===== config.mk =====
export PLATFORM = sky130hd
export DESIGN_NAME = regfile_scoreboard
export DESIGN_NICKNAME = d
export VERILOG_FILES = /design/src/rtl/regfile_scoreboard.sv
export SDC_FILE = /design/constraint.sdc
export NUM_CORES = 2
export LEC_CHECK = 0
export CORE_ASPECT_RATIO = 1.25
export CORE_UTILIZATION = 30
export DETAILED_ROUTE_END_ITERATION = 10
export HOLD_SLACK_MARGIN = 0.12
export PLACE_DENSITY = 0.54
export SLEW_MARGIN = 20
export SYNTH_ARGS = -nofsm -noshare
export SYNTH_HDL_FRONTEND = slang
export SYNTH_SLANG_ARGS = --single-unit

===== constraint.sdc =====
create_clock -name clk -period 3.7 [get_ports clk]
set_input_delay 0.37 -clock clk [delete_from_list [all_inputs] [get_ports clk]]
set_output_delay 0.37 -clock clk [all_outputs]
set_load 0.02 [all_outputs]

===== src/rtl/regfile_scoreboard.sv =====
// rtl/regfile_scoreboard.sv - parametrised register file with busy scoreboard and issue stall
// Optional macro REGFILE_BYPASS_EN enables write-to-read forwarding and rbusy writeback relief.
module regfile_scoreboard #(
  parameter int DATA_W   = 32,
  parameter int ADDR_W   = 5,
  parameter int ZERO_REG = 1
) (
  input  logic              clk,
  input  logic              rstn,
  input  logic [ADDR_W-1:0] raddr1,
  input  logic [ADDR_W-1:0] raddr2,
  output logic [DATA_W-1:0] rdata1,
  output logic [DATA_W-1:0] rdata2,
  input  logic              use_rs1,
  input  logic              use_rs2,
  input  logic              wen,
  input  logic [ADDR_W-1:0] waddr,
  input  logic [DATA_W-1:0] wdata,
  input  logic              issue_valid,
  input  logic [ADDR_W-1:0] issue_rd,
  input  logic              issue_wr,
  input  logic              flush,
  output logic              rbusy1,
  output logic              rbusy2,
  output logic              stall,
  output logic [ADDR_W:0]   busy_cnt
);

  localparam int DEPTH = 1 << ADDR_W;

  logic [DATA_W-1:0] mem_q [DEPTH];
  logic [DATA_W-1:0] mem_d [DEPTH];
  logic [DEPTH-1:0]  busy_q, busy_d;
  logic [ADDR_W:0]   busy_cnt_q, busy_cnt_d;

  logic fwd1, fwd2;
  logic wr_ok, accept, clr;

  function automatic logic is_zero(input logic [ADDR_W-1:0] a);
    return (ZERO_REG != 0) && (a == '0);
  endfunction

`ifdef REGFILE_BYPASS_EN
  assign fwd1 = wen && (waddr == raddr1);
  assign fwd2 = wen && (waddr == raddr2);
`else
  assign fwd1 = 1'b0;
  assign fwd2 = 1'b0;
`endif

  // Zero target wins over forwarding so x0 never leaks a written value.
  always_comb begin
    rdata1 = mem_q[raddr1];
    rdata2 = mem_q[raddr2];
    if (is_zero(raddr1))  rdata1 = '0;
    else if (fwd1)        rdata1 = wdata;
    if (is_zero(raddr2))  rdata2 = '0;
    else if (fwd2)        rdata2 = wdata;
  end

  assign rbusy1 = busy_q[raddr1] && !fwd1;
  assign rbusy2 = busy_q[raddr2] && !fwd2;

  // WAW check deliberately looks at the raw busy bit.
  assign stall  = issue_valid && !flush &&
                  ((use_rs1 && rbusy1) || (use_rs2 && rbusy2) || (issue_wr && busy_q[issue_rd]));
  assign accept = issue_valid && !stall && !flush && issue_wr && !is_zero(issue_rd);
  assign wr_ok  = wen && !is_zero(waddr);
  assign clr    = wen && busy_q[waddr];

  always_comb begin
    for (int i = 0; i < DEPTH; i++) mem_d[i] = mem_q[i];
    if (wr_ok) mem_d[waddr] = wdata;
  end

  always_comb begin
    busy_d     = busy_q;
    busy_cnt_d = busy_cnt_q;
    if (flush) begin
      busy_d     = '0;
      busy_cnt_d = '0;
    end else begin
      if (accept) busy_d[issue_rd] = 1'b1;
      if (clr)    busy_d[waddr]    = 1'b0;
      busy_cnt_d = busy_cnt_q + {{ADDR_W{1'b0}}, accept} - {{ADDR_W{1'b0}}, clr};
    end
  end

  always_ff @(posedge clk or negedge rstn) begin
    if (!rstn) begin
      for (int i = 0; i < DEPTH; i++) mem_q[i] <= '0;
      busy_q     <= '0;
      busy_cnt_q <= '0;
    end else begin
      for (int i = 0; i < DEPTH; i++) mem_q[i] <= mem_d[i];
      busy_q     <= busy_d;
      busy_cnt_q <= busy_cnt_d;
    end
  end

  assign busy_cnt = busy_cnt_q;

endmodule


Word level (Yosys, flattened, before mapping)
Cells that the tools add are included.
- add/subtract/negate cells: 2
- multipliers: 0
- divide/modulo/power cells: 0
- magnitude comparators: 10
- eq/ne operators: 0
- shifts and indexed selects: 0
- multiplexer cells: 28
- bitwise operators: 6
- reduce and logical (&&, ||, !) cells: 24
- operator list (cell ; count):
    bitwise mux 1024 bit ; 1
    2-to-1 mux 32 bit ; 11
    binary-select mux 32 bit (select 5 bit) ; 2
    demux 32 bit (select 5 bit) ; 1
    bitwise AND 32 bit ; 1
    inverter 32 bit ; 1
    OR 32 bit ; 1
    less-than comparator 5 x 6 -> 1 bit, second input constant ; 4
    binary-select mux 1 bit (select 5 bit) ; 4
    logical NOT 5 bit ; 4
    greater-or-equal comparator 6 bit, second input constant ; 3
    inverter 5 -> 6 bit ; 3
    logical AND 1 bit ; 14
    demux 1 bit (select 5 bit) ; 2
    greater-or-equal comparator 5 x 1 -> 1 bit, second input constant ; 2
    adder 6 x 1 -> 6 bit ; 1
    less-than comparator 6 x 1 -> 1 bit, second input constant ; 1
    2-to-1 mux 1 bit ; 6
    2-to-1 mux 6 bit ; 1
    subtractor 6 x 1 -> 6 bit ; 1
    logical NOT 1 bit ; 4
    logical OR 1 bit ; 2
- register bits: 1062
- bits in latches: 0
- memory bits (writable): 0
- memory bits (read-only): 0
- bits of input ports: 60
- logic and storage cells: 104
- memories kept: 0

Longest topological paths before layout
- depth after elaboration: 16
- mapped depth: 17
- gate-level depth less buffers: 15

Worst setup path before layout
Ideal clock, no wire load.
- path kind: input port to flip-flop
- from: in raddr2[1]
- to: reg busy_cnt_q[4], in the netlist busy_cnt[4]
- library setup time: 132 ps
- arrival time: 3154 ps
- data required time: 3568 ps
- setup slack: 414 ps
- stages on the path: 17
- path through: clkbuf_1 buf_2 mux2i_1 a22oi_1 nand3_1 a41o_1 and2_1 nand3b_1 ha_1 inv_1 ha_1 fa_1 a21oi_1 nor2_1 nor2_1 xor2_1 nor2_1
- cells in the longest elaborated chain, start to end: 14
- RTL lines (element ; line ; source):
    start, declared ; 11 ; input logic [ADDR_W-1:0] raddr2,
    binary-select mux 1 bit (select 5 bit) ; 62 ; assign rbusy2 = busy_q[raddr2] && !fwd2;
    2-to-1 mux 1 bit (not written as such) ; 62 ;
    logical AND 1 bit ; 66 ; ((use_rs1 && rbusy1) || (use_rs2 && rbusy2) || (issue_wr && busy_q[issue_rd]));
    logical OR 1 bit (2 in series) ; 66 ;
    logical AND 1 bit ; 65 ; assign stall = issue_valid && !flush &&
    logical NOT 1 bit ; 67 ; assign accept = issue_valid && !stall && !flush && issue_wr && !is_zero(issue_rd);
    logical AND 1 bit (4 in series) ; 67 ;
    adder 6 x 1 -> 6 bit ; 85 ; busy_cnt_d = busy_cnt_q + {{ADDR_W{1'b0}}, accept} - {{ADDR_W{1'b0}}, clr};
    subtractor 6 x 1 -> 6 bit ; 85 ;
    2-to-1 mux 6 bit ; 79 ; if (flush) begin
    via busy_cnt_d[4] ; 34 ; logic [ADDR_W:0] busy_cnt_q, busy_cnt_d;
    end signal, assigned ; 97 ; busy_cnt_q <= busy_cnt_d;
    end, declared ; 34 ;
The timed path passes the listed nets, and every way through them passes these cells. The select of a mux whose other input is x is not followed.
A chain may end at the register's enable or synchronous reset.

Worst setup path in the final report
- from: in raddr1[3]
- to: out rdata1[13]
- cells in the longest elaborated chain, start to end: 5
- RTL lines (element ; line ; source):
    start, declared ; 10 ; input logic [ADDR_W-1:0] raddr1,
    inverter 5 -> 6 bit (not written as such) ; 53 ; rdata1 = mem_q[raddr1];
    binary-select mux 32 bit (select 5 bit) ; 53 ;
    2-to-1 mux 32 bit (not written as such) (2 in series) ; 53 ;
    2-to-1 mux 32 bit (*) ; 55 ; if (is_zero(raddr1)) rdata1 = '0;
    end, declared ; 12 ; output logic [DATA_W-1:0] rdata1,
Every way passes the cells marked *; elsewhere a longest branch is shown, timed or not. The select of a mux whose other input is x is not followed.

==> summary.txt <==
register area: 26600 um2
Critical Path AT: 3.23 ns
cts bufs inserted: 116
Worst-Margin Slew: 1.11 ns
Final TNS setup: 0 ns
share of layout cells above drive strength 1: 56.9%
Remaining DRCs: 0
H-tree Lvls: 3
RSZ-0062 raised after global routing: no
Pre-antenna DRT Iters: 5
met3 Use GR: 3.00%
met2 Use GR: 31.2%
Max-slew headroom: 25.8%
CTS tree: done
DR vias: 34700
HPWL after detailed placement: 107000 um
routed wire length per instance: 29.2 um
Async SR Flop Fraction: 100%
syn_area_per_cell: 16.0 um2
Compound-Gate Fraction of Synth Area: 1.20%
post-synthesis cell count: 3573
critical path required time: 3.33 ns
status: finished clean
reg2reg path depth: 14
Setup Skew: 0.0138 ns
adder and majority gate portion of the synthesized area: 0.167%
Post-CTS Setup Bufs: 0
EDFF count, synth: 0
Post-DRT Antenna Nets: 0
# IOs: 133
most common cell after layout, fill and taps aside: dfrtp_1
largest net degree at the start of global routing: 136
Yosys reg bits: 1062
worst hold path class: in -> async
IO Port Bufs: 132
Max Freq: 278 MHz
Leakage Power: 27.9 nW
final hold violation count: 0
Root Buffer: clkbuf_16
first-pass GRT wire length: 272000 um
Initial Utilization: 30.2%
area of the multi-input gates: 29000 um2
Core Util, Final: 35.7%
GRT overflow: 0
final setup vio count: 0
grt peak-use layer: met2
predominant post-synthesis flop cell: dfrtp_1
register area share after synthesis: 46.6%
CP Capture Type: output port
maxcap violations: 0
M1 GR Usage: 27.4%
DP Cell Count: 6071
peak supply drop: 0.394 mV
die area: 192000 um2
die width: 392 um
min cycle time layout: 3.60 ns
GP Congestion: 0.845
DIE HEIGHT: 490 um
Synth Area in Simple Gates: 1.88%
period utilization: 97.4%
most frequent cells in the layout: dfrtp_1, mux2_2, mux4_2, buf_4, nor2_1
Worst Hold Margin: 0.176 ns
Post-Route WL: 184000 um
Total Routing Usage GR: 19.5%
clk sink count: 1062
mean number of vias per cell: 5.51
XOR/XNOR share of the synthesized area: 0.0768%
starting DRC count in detailed routing: 2635
largest family of logic cells by synthesized area: multiplexers
Area Overhead vs Synth: 18.0%
synth warn: 0
Clock Latency Late Sink: 0.75 ns
core area: 189000 um2
Setup crit start kind: primary input
multiplexer share of the synthesized area: 47.0%
Post-Syn Area: 57000 um2
fin. max-slew vios: 0
pwr/cell area: 520 nW/um2
initial antenna violation count: 14
synthesized net count: 3640
fillers: 17900
clock buffer depth: 3
Synth cell types: 48
Finished Layout Cells: 6291
Setup Crit Path Kind: in -> out
Std-Cell Rows: 178
vias in the first global route: 36900
crit-path max FO: 17
clock transition at the registers of the reported paths: 0.06 ns
final net count: 3737
logic make-up after synthesis:
logic type	after synthesis
DFF	1062
AOI/OAI and AO/OA	80
xor gates and xnor gates	5
buffers and inverters	445
muxes	1736
adders and majority gates	7
and+or+nand+nor	238
what timing repair did:
item,4_1_cts,5_1_grt
endpoints found under the hold margin,257,0
endpoints found under the setup margin,1,2
pin swaps,0,0
hold buffers,1,0
resized for setup,1,3
final timing paths:
check | start | slack [ns] | end
min in group clk | wdata[1] | 0.27 | mem_q[897]
min reg2reg | mem_q[1003] | 0.39 | mem_q[1003]
min | rstn | 0.18 | mem_q[632]
max | raddr1[3] | 0.1 | rdata1[13]
max reg2reg | busy_q[21] | 0.31 | busy_cnt[5]
max in group asynchronous | rstn | 2.31 | mem_q[205]
where the power goes:
| part | leakage (nW) | switching, mW | internal (mW) | total, mW |
|---|---|---|---|---|
| combinational | 12.3 | 3.00 | 4.82 | 7.82 |
| clock | 1.94 | 5.10 | 6.86 | 12.0 |
| sequential | 13.7 | 1.45 | 13.7 | 15.2 |
| total | 27.9 | 9.55 | 25.4 | 35.0 |
Yosys cell counts (all sizes together), types with 4 or more instances:
cell     count  area, um2
nand3b       6       45.0
inv         45        169
a21oi        9       45.0
mux2       992      11200
a22o         4       35.0
nor3b        9       67.6
a311oi       6       52.6
a211o        6       52.6
buf         77        357
o211ai       6       45.0
nor2       156        586
a2111oi     23        231
a22oi       12       90.1
nand3       12       60.1
clkbuf     323       1210
mux4       656      14800
nor2b        7       43.8
ha           6       75.1
nand4        7       43.8
dfrtp     1062      26600
and3b        6       52.6
nand2       21       78.8
mux2i       88        881
registers in the layout, summed over array words and instances (netlist names):
signal and cells:
busy_cnt 6, mem_q 1024, busy_q 32
routing by layer:
metal | wire length, um | up-vias
li1 | - | 14100
met1 | 81300 | 19300
met2 | 87600 | 1022
met3 | 9920 | 269
met4 | 4770 | 12
met5 | 65 | -
cell type report:
cell class / count / share of cell area (%)
diodes: 2 / 0.00744
repair buffers: 379 / 6.64
clock inverters: 49 / 0.794
clock buffers: 168 / 5.04
well taps: 2520 / 4.69
multi-input cells: 2066 / 43.1
inverters: 45 / 0.270
flip-flops and latches: 1062 / 39.5
per-stage QoR:
step | area [um2] | total power [mW] | worst slack (ns)
5_1_grt | 67300 | 36.6 | 0.0178
6_report | 67300 | 35.0 | 0.0968
3_3_place_gp | 63300 | 23.1 | -0.347
2_1_floorplan | 57000 | 20.4 | 0.414
3_5_place_dp | 63300 | 23.3 | -0.247
4_1_cts | 67300 | 35.4 | 0.0148
worst max-delay path: stages:
cell             delay (ns)
clkdlybuf4s50_1        0.56
inv_6                  0.13
buf_12                 0.23
buf_12                 0.25
mux4_2                 0.54
mux2i_1                0.28
buf_4                  0.21
nor2_1                 0.05
clkdlybuf4s50_1        0.54
(Power assumes the default switching activity.)
